**config.mk**
```make
export PLATFORM = sky130hd
export DESIGN_NAME = key_search_ctrl
export DESIGN_NICKNAME = d
export VERILOG_FILES = /design/src/rtl/key_search_ctrl.sv
export SDC_FILE = /design/constraint.sdc
export NUM_CORES = 1
export LEC_CHECK = 0
export CORE_AREA = 2 2 265 267
export DETAILED_ROUTE_END_ITERATION = 10
export DIE_AREA = 0 0 267 269
export GPL_TIMING_DRIVEN = 0
export REMOVE_ABC_BUFFERS = 1
export SYNTH_ARGS = -nofsm -noshare
export SYNTH_HDL_FRONTEND = slang
export SYNTH_SLANG_ARGS = --single-unit
```
**constraint.sdc**
```tcl
create_clock -name clk -period 12.18 [get_ports clk]
set_clock_uncertainty 0.1 [all_clocks]
set_input_delay 1.218 -clock clk [delete_from_list [all_inputs] [get_ports clk]]
set_output_delay 1.218 -clock clk [all_outputs]
set_load 0.005 [all_outputs]
```
**src/rtl/key_search_ctrl.sv**
```systemverilog
// Key search controller: walks the keygen candidate stream through an external
// AES-128 core and stops on a ciphertext match, keygen exhaustion or timeout.
module key_search_ctrl #(
    parameter int CNT_W   = 32,
    parameter int TIMEOUT = 64
) (
    input  logic             clk,
    input  logic             rst,
    input  logic             go,
    input  logic             abort,
    input  logic [127:0]     target,
    input  logic [127:0]     kg_key,
    input  logic             kg_done,
    output logic             kg_ena,
    output logic [127:0]     aes_key,
    output logic             aes_start,
    input  logic             aes_done,
    input  logic [127:0]     aes_result,
    output logic             busy,
    output logic             found,
    output logic             exhausted,
    output logic             error,
    output logic [127:0]     key_out,
    output logic [CNT_W-1:0] try_cnt
);

    localparam int TW = $clog2(TIMEOUT + 1);

    typedef enum logic [2:0] {
        S_IDLE    = 3'd0,
        S_LOAD    = 3'd1,
        S_START   = 3'd2,
        S_WAIT    = 3'd3,
        S_ADVANCE = 3'd4,
        S_FOUND   = 3'd5,
        S_EXHAUST = 3'd6,
        S_ERROR   = 3'd7
    } state_t;

    function automatic logic key_match(input logic [127:0] a, input logic [127:0] b);
        return (a == b);
    endfunction

    state_t            state_q, state_d;
    logic [127:0]      cand_q, cand_d;
    logic [127:0]      key_out_q, key_out_d;
    logic [TW-1:0]     tmo_q, tmo_d;
    logic [CNT_W-1:0]  try_q, try_d;
    logic              found_q, found_d;
    logic              exh_q, exh_d;
    logic              err_q, err_d;
    logic              kg_ena_q, kg_ena_d;
    logic              aes_start_q, aes_start_d;
    logic              busy_q, busy_d;

    // Next-state and datapath update; abort overrides every state.
    always_comb begin
        state_d   = state_q;
        cand_d    = cand_q;
        key_out_d = key_out_q;
        tmo_d     = tmo_q;
        try_d     = try_q;
        found_d   = found_q;
        exh_d     = exh_q;
        err_d     = err_q;
        if (abort) begin
            state_d   = S_IDLE;
            found_d   = 1'b0;
            exh_d     = 1'b0;
            err_d     = 1'b0;
            key_out_d = 128'd0;
        end else begin
            case (state_q)
                S_IDLE: begin
                    if (go) begin
                        state_d   = S_LOAD;
                        try_d     = {CNT_W{1'b0}};
                        found_d   = 1'b0;
                        exh_d     = 1'b0;
                        err_d     = 1'b0;
                        key_out_d = 128'd0;
                    end else begin
                        state_d = S_IDLE;
                    end
                end
                S_LOAD: begin
                    if (kg_done) begin
                        state_d = S_EXHAUST;
                        exh_d   = 1'b1;
                    end else begin
                        cand_d  = kg_key;
                        state_d = S_START;
                    end
                end
                S_START: begin
                    tmo_d   = TW'(TIMEOUT);
                    state_d = S_WAIT;
                end
                S_WAIT: begin
                    // A done in the expiry cycle still counts as an answer.
                    if (aes_done) begin
                        if (key_match(aes_result, target)) begin
                            key_out_d = cand_q;
                            found_d   = 1'b1;
                            state_d   = S_FOUND;
                        end else begin
                            state_d = S_ADVANCE;
                        end
                    end else if (tmo_q == TW'(1)) begin
                        err_d   = 1'b1;
                        state_d = S_ERROR;
                    end else begin
                        tmo_d = tmo_q - TW'(1);
                    end
                end
                S_ADVANCE: begin
                    if (try_q != {CNT_W{1'b1}}) begin
                        try_d = try_q + CNT_W'(1);
                    end else begin
                        try_d = try_q;
                    end
                    state_d = S_LOAD;
                end
                S_FOUND, S_EXHAUST, S_ERROR: begin
                    state_d = state_q;
                end
                default: begin
                    state_d = S_IDLE;
                end
            endcase
        end
    end

    // Strobes and busy are registered decodes of the next state.
    always_comb begin
        kg_ena_d    = (state_d == S_ADVANCE);
        aes_start_d = (state_d == S_START);
        busy_d      = (state_d == S_LOAD) || (state_d == S_START) ||
                      (state_d == S_WAIT) || (state_d == S_ADVANCE);
    end

    // State and datapath registers.
    always_ff @(posedge clk or posedge rst) begin
        if (rst) begin
            state_q     <= S_IDLE;
            cand_q      <= 128'd0;
            key_out_q   <= 128'd0;
            tmo_q       <= {TW{1'b0}};
            try_q       <= {CNT_W{1'b0}};
            found_q     <= 1'b0;
            exh_q       <= 1'b0;
            err_q       <= 1'b0;
            kg_ena_q    <= 1'b0;
            aes_start_q <= 1'b0;
            busy_q      <= 1'b0;
        end else begin
            state_q     <= state_d;
            cand_q      <= cand_d;
            key_out_q   <= key_out_d;
            tmo_q       <= tmo_d;
            try_q       <= try_d;
            found_q     <= found_d;
            exh_q       <= exh_d;
            err_q       <= err_d;
            kg_ena_q    <= kg_ena_d;
            aes_start_q <= aes_start_d;
            busy_q      <= busy_d;
        end
    end

    assign kg_ena    = kg_ena_q;
    assign aes_start = aes_start_q;
    assign aes_key   = cand_q;
    assign busy      = busy_q;
    assign found     = found_q;
    assign exhausted = exh_q;
    assign error     = err_q;
    assign key_out   = key_out_q;
    assign try_cnt   = try_q;

endmodule

```
==> impl_metrics.csv <==
group,metric,value,unit
finish,nets,2437,
floorplan,die-area,71820,sq um
hold_path,hold_depth,2,
clock_tree,numCtsBuffers,39,
worst_setup_path,worstSetupPathType,"in2reg",
synthesis,yosysWarnings,0,
place,placed_cell_area,21590,sq um
worst_setup_path,regToRegSetupSlack,8.81,ns
place,port-buffer-count,683,
global_routing,met1_usage,21.59,%
sta,slew_violations,0,
floorplan,row_count,97,
global_routing,grt_overflow,0,
sta,setup-tns-final,0,ns
pwr,irDropWorstVdd,0.1769,mV
finish,utilization,33.01,%
sta,relSlewSlack,11.08,%
sta,fmax,0.2085,GHz
worst_setup_path,end_kind,"register",
worst_setup_path,required,12.57,ns
place,place.gp.congestion,0.9684,
hold_path,min_to,"aes_key[23]$_DFFE_PP0P_",
worst_setup_path,start_kind,"input port",
finish,final_cells,3018,
hold_path,hold_path.class,"reg2reg",
routing,dr.first_iter.drc_count,899,
worst_setup_path,path_cells,"clkdlybuf4s50_1 -> xnor2_1 -> nand4_1 -> nor3_1 -> nand4_1 -> nor4_2 -> and2_4 -> buf_16 -> a22o_1",
synthesis,post_synth_inst_count,1381,
sta,setup_viol,0,
status,status,"completed",
clock_tree,clock-sinks,304,
clock_tree,htreeDepth,2,
synthesis,synth.area.top_cells,"dfrtp_1, nand2_1, a22o_1, xnor2_1, nor2b_1",
synthesis,synth_edf_count,0,
clock_tree,clock_latency,0.55,ns
routing,wl_per_cell,20.46,um
clock_tree,cts_resized,0,
synthesis,async_flop_share,100.0,%
routing,postRouteAntennaNets,0,
global_routing,busiest_layer,"met2",
synthesis,synth_ff_type,"dfrtp_1",
global_routing,gr-usage-met2,26.28,%
finish,syn2layout_area_growth,66.28,%
synthesis,ys_seq_area_share,55.29,%
clock_tree,clk_pin_slew,0.06,ns
synthesis,synth_top_area_cell,"dfrtp_1",
global_routing,antenna_found_initial,8,
routing,viasPerCell,4.343,
global_routing,grt_pass1_vias,13108,
floorplan,initial_core_util,19.85,%
routing,first_pass_iters,5,
routing,num_vias,13106,
routing,drc,0,
floorplan,chipWidth,267,um
finish,final_cell_area,22880,sq um
worst_setup_path,slowest_stage,"and2_4",
floorplan,coreArea,69300,sq um
place,pre_cts_ws,6.936,ns
pwr,power_density,160.8,nW/um^2
synthesis,synth.distinct_cells,47,
synthesis,avgSynthCellArea,9.962,sq um
global_routing,grt_max_degree,120,
sta,period_minus_slack,4.795,ns
worst_setup_path,cpPeakStageDelay,0.79,ns
synthesis,synth.top_cells.by_count,"nand2_1, dfrtp_1, a22o_1",
clock_tree,cts_tree,"yes",
floorplan,pin_count,684,
clock_tree,cts_setup_buffers,0,
clock_tree,cts_buffer_depth,3,
synthesis,synth.most_common_cell,"nand2_1",
global_routing,gr-usage-met3,4.192,%
sta,worst_pin_slew,1.334,ns
run,drv_cap,0,
worst_setup_path,r2r_start,"state_q[2]$_DFF_PP0_",
synthesis,ys_ff_latch,304,
sta,layout_setup_ws,7.385,ns
worst_setup_path,reg2reg_to,"aes_key[106]$_DFFE_PP0P_",
worst_setup_path,ff2ff_path_depth,7,
hold_path,min_from,"aes_key[23]$_DFFE_PP0P_",
sta,hold_violations,0,
place,hpwl,47.64,mm
sta,period_share,39.37,%
sta,rsz0062_at_grt,"false",
synthesis,syn_area,13760,sq um
sta,worst_hold_slack,0.4021,ns
pwr,p_leak,9.774,nW
place,dpl.cell_count,2943,
floorplan,die_h,269,um
finish,final_layout_size_suffix_gt1_share,3.956,%
clock_tree,cts_root_buf,"clkbuf_16",
global_routing,track_usage,16.26,%
worst_setup_path,worstPathMaxFanout,73,
synthesis,yosys.area.top_type_share,55.29,%
pwr,power,3.678,mW
worst_setup_path,path_common_cell,"nand4_1",
clock_tree,cts_hold_buffers,0,
worst_setup_path,arrival,5.19,ns
routing,drt_wl_total,61.74,mm
global_routing,grt_pass1_wl,87.84,mm
power breakdown:
| group | switching (mW) | leakage, nW | total (mW) | internal, mW |
|---|---|---|---|---|
| Clock | 0.471 | 0.620 | 1.15 | 0.674 |
| Sequential | 0.227 | 4.05 | 1.47 | 1.25 |
| Combinational | 0.428 | 5.10 | 1.06 | 0.629 |
how the worst max path moves through the flow:
stage | endpoint | depth (start not counted) | startpoint | slack (ns)
after floorplan | aes_key[0]$_DFFE_PP0P_ | 1 | rst | 2.46
after global placement | aes_key[48]$_DFFE_PP0P_ | 6 | abort | -2.60
after detailed placement | key_out[41]$_DFFE_PP0P_ | 9 | aes_result[29] | 6.94
after CTS | key_out[83]$_DFFE_PP0P_ | 9 | aes_result[46] | 7.51
after global routing | key_out[44]$_DFFE_PP0P_ | 9 | aes_result[29] | 7.13
final | key_out[0]$_DFFE_PP0P_ | 9 | aes_result[46] | 7.38
area by class of cell:
type	count	area [sq um]
antenna	5	12.51
clock buffer	53	1089
clock inverter	17	182.7
fill	7057	46420
inverter	38	155.1
multi-input combinational	968	5573
sequential	304	7607
tap	940	1176
timing repair buffer	693	7082
state kept, by name, indices dropped and copies added (netlist names):
name / cells
key_out: 128
busy: 1
tmo_q: 7
kg_ena: 1
found: 1
try_cnt: 32
error: 1
state_q: 3
exhausted: 1
aes_key: 128
aes_start: 1
layout by cell type (no fill, tap or decap), types with 6 or more instances in the layout:
cell	count
o31ai_1	6
o2111ai_1	12
a21oi_1	11
clkbuf_16	39
o21ai_0	18
nor4_1	19
a22o_1	136
dfrtp_1	304
clkbuf_8	6
inv_1	34
nor2b_1	42
o21ai_1	15
nor3_1	13
clkbuf_1	8
a21o_1	6
clkdlybuf4s50_1	683
o41ai_1	12
xnor2_1	73
nand2b_1	41
nor2_1	30
a2111o_1	14
nand2_1	427
buf_16	6
nand4_1	26
nand3_1	23
clkinv_2	9
worst max-delay path, delay by kind of cell:
kind                   cells  cell delay (ns)
buffers and inverters      2             1.01
XOR/XNOR                   1             0.16
AND/OR/NAND/NOR            5             2.45
AO/OA/AOI/OAI              1             0.20
routing by layer:
layer,up-vias,part of all wire [%]
li1,6083,-
met1,6458,44
met2,492,48
met3,69,6.6
met4,4,1.8
met5,-,0.044
cells by family after synthesis:
| kind of cell | Yosys count | share of synthesized area (%) |
|---|---|---|
| AO/OA/AOI/OAI | 249 | 14.62 |
| XOR/XNOR | 74 | 4.711 |
| adder cells (fa/ha/maj) | 3 | 0.2729 |
| buffers and inverters | 109 | 4.393 |
| flip-flops | 304 | 55.29 |
| multiplexers | 2 | 0.1455 |
| AND/OR/NAND/NOR | 640 | 20.56 |
Power figures use the tool's default switching activity.
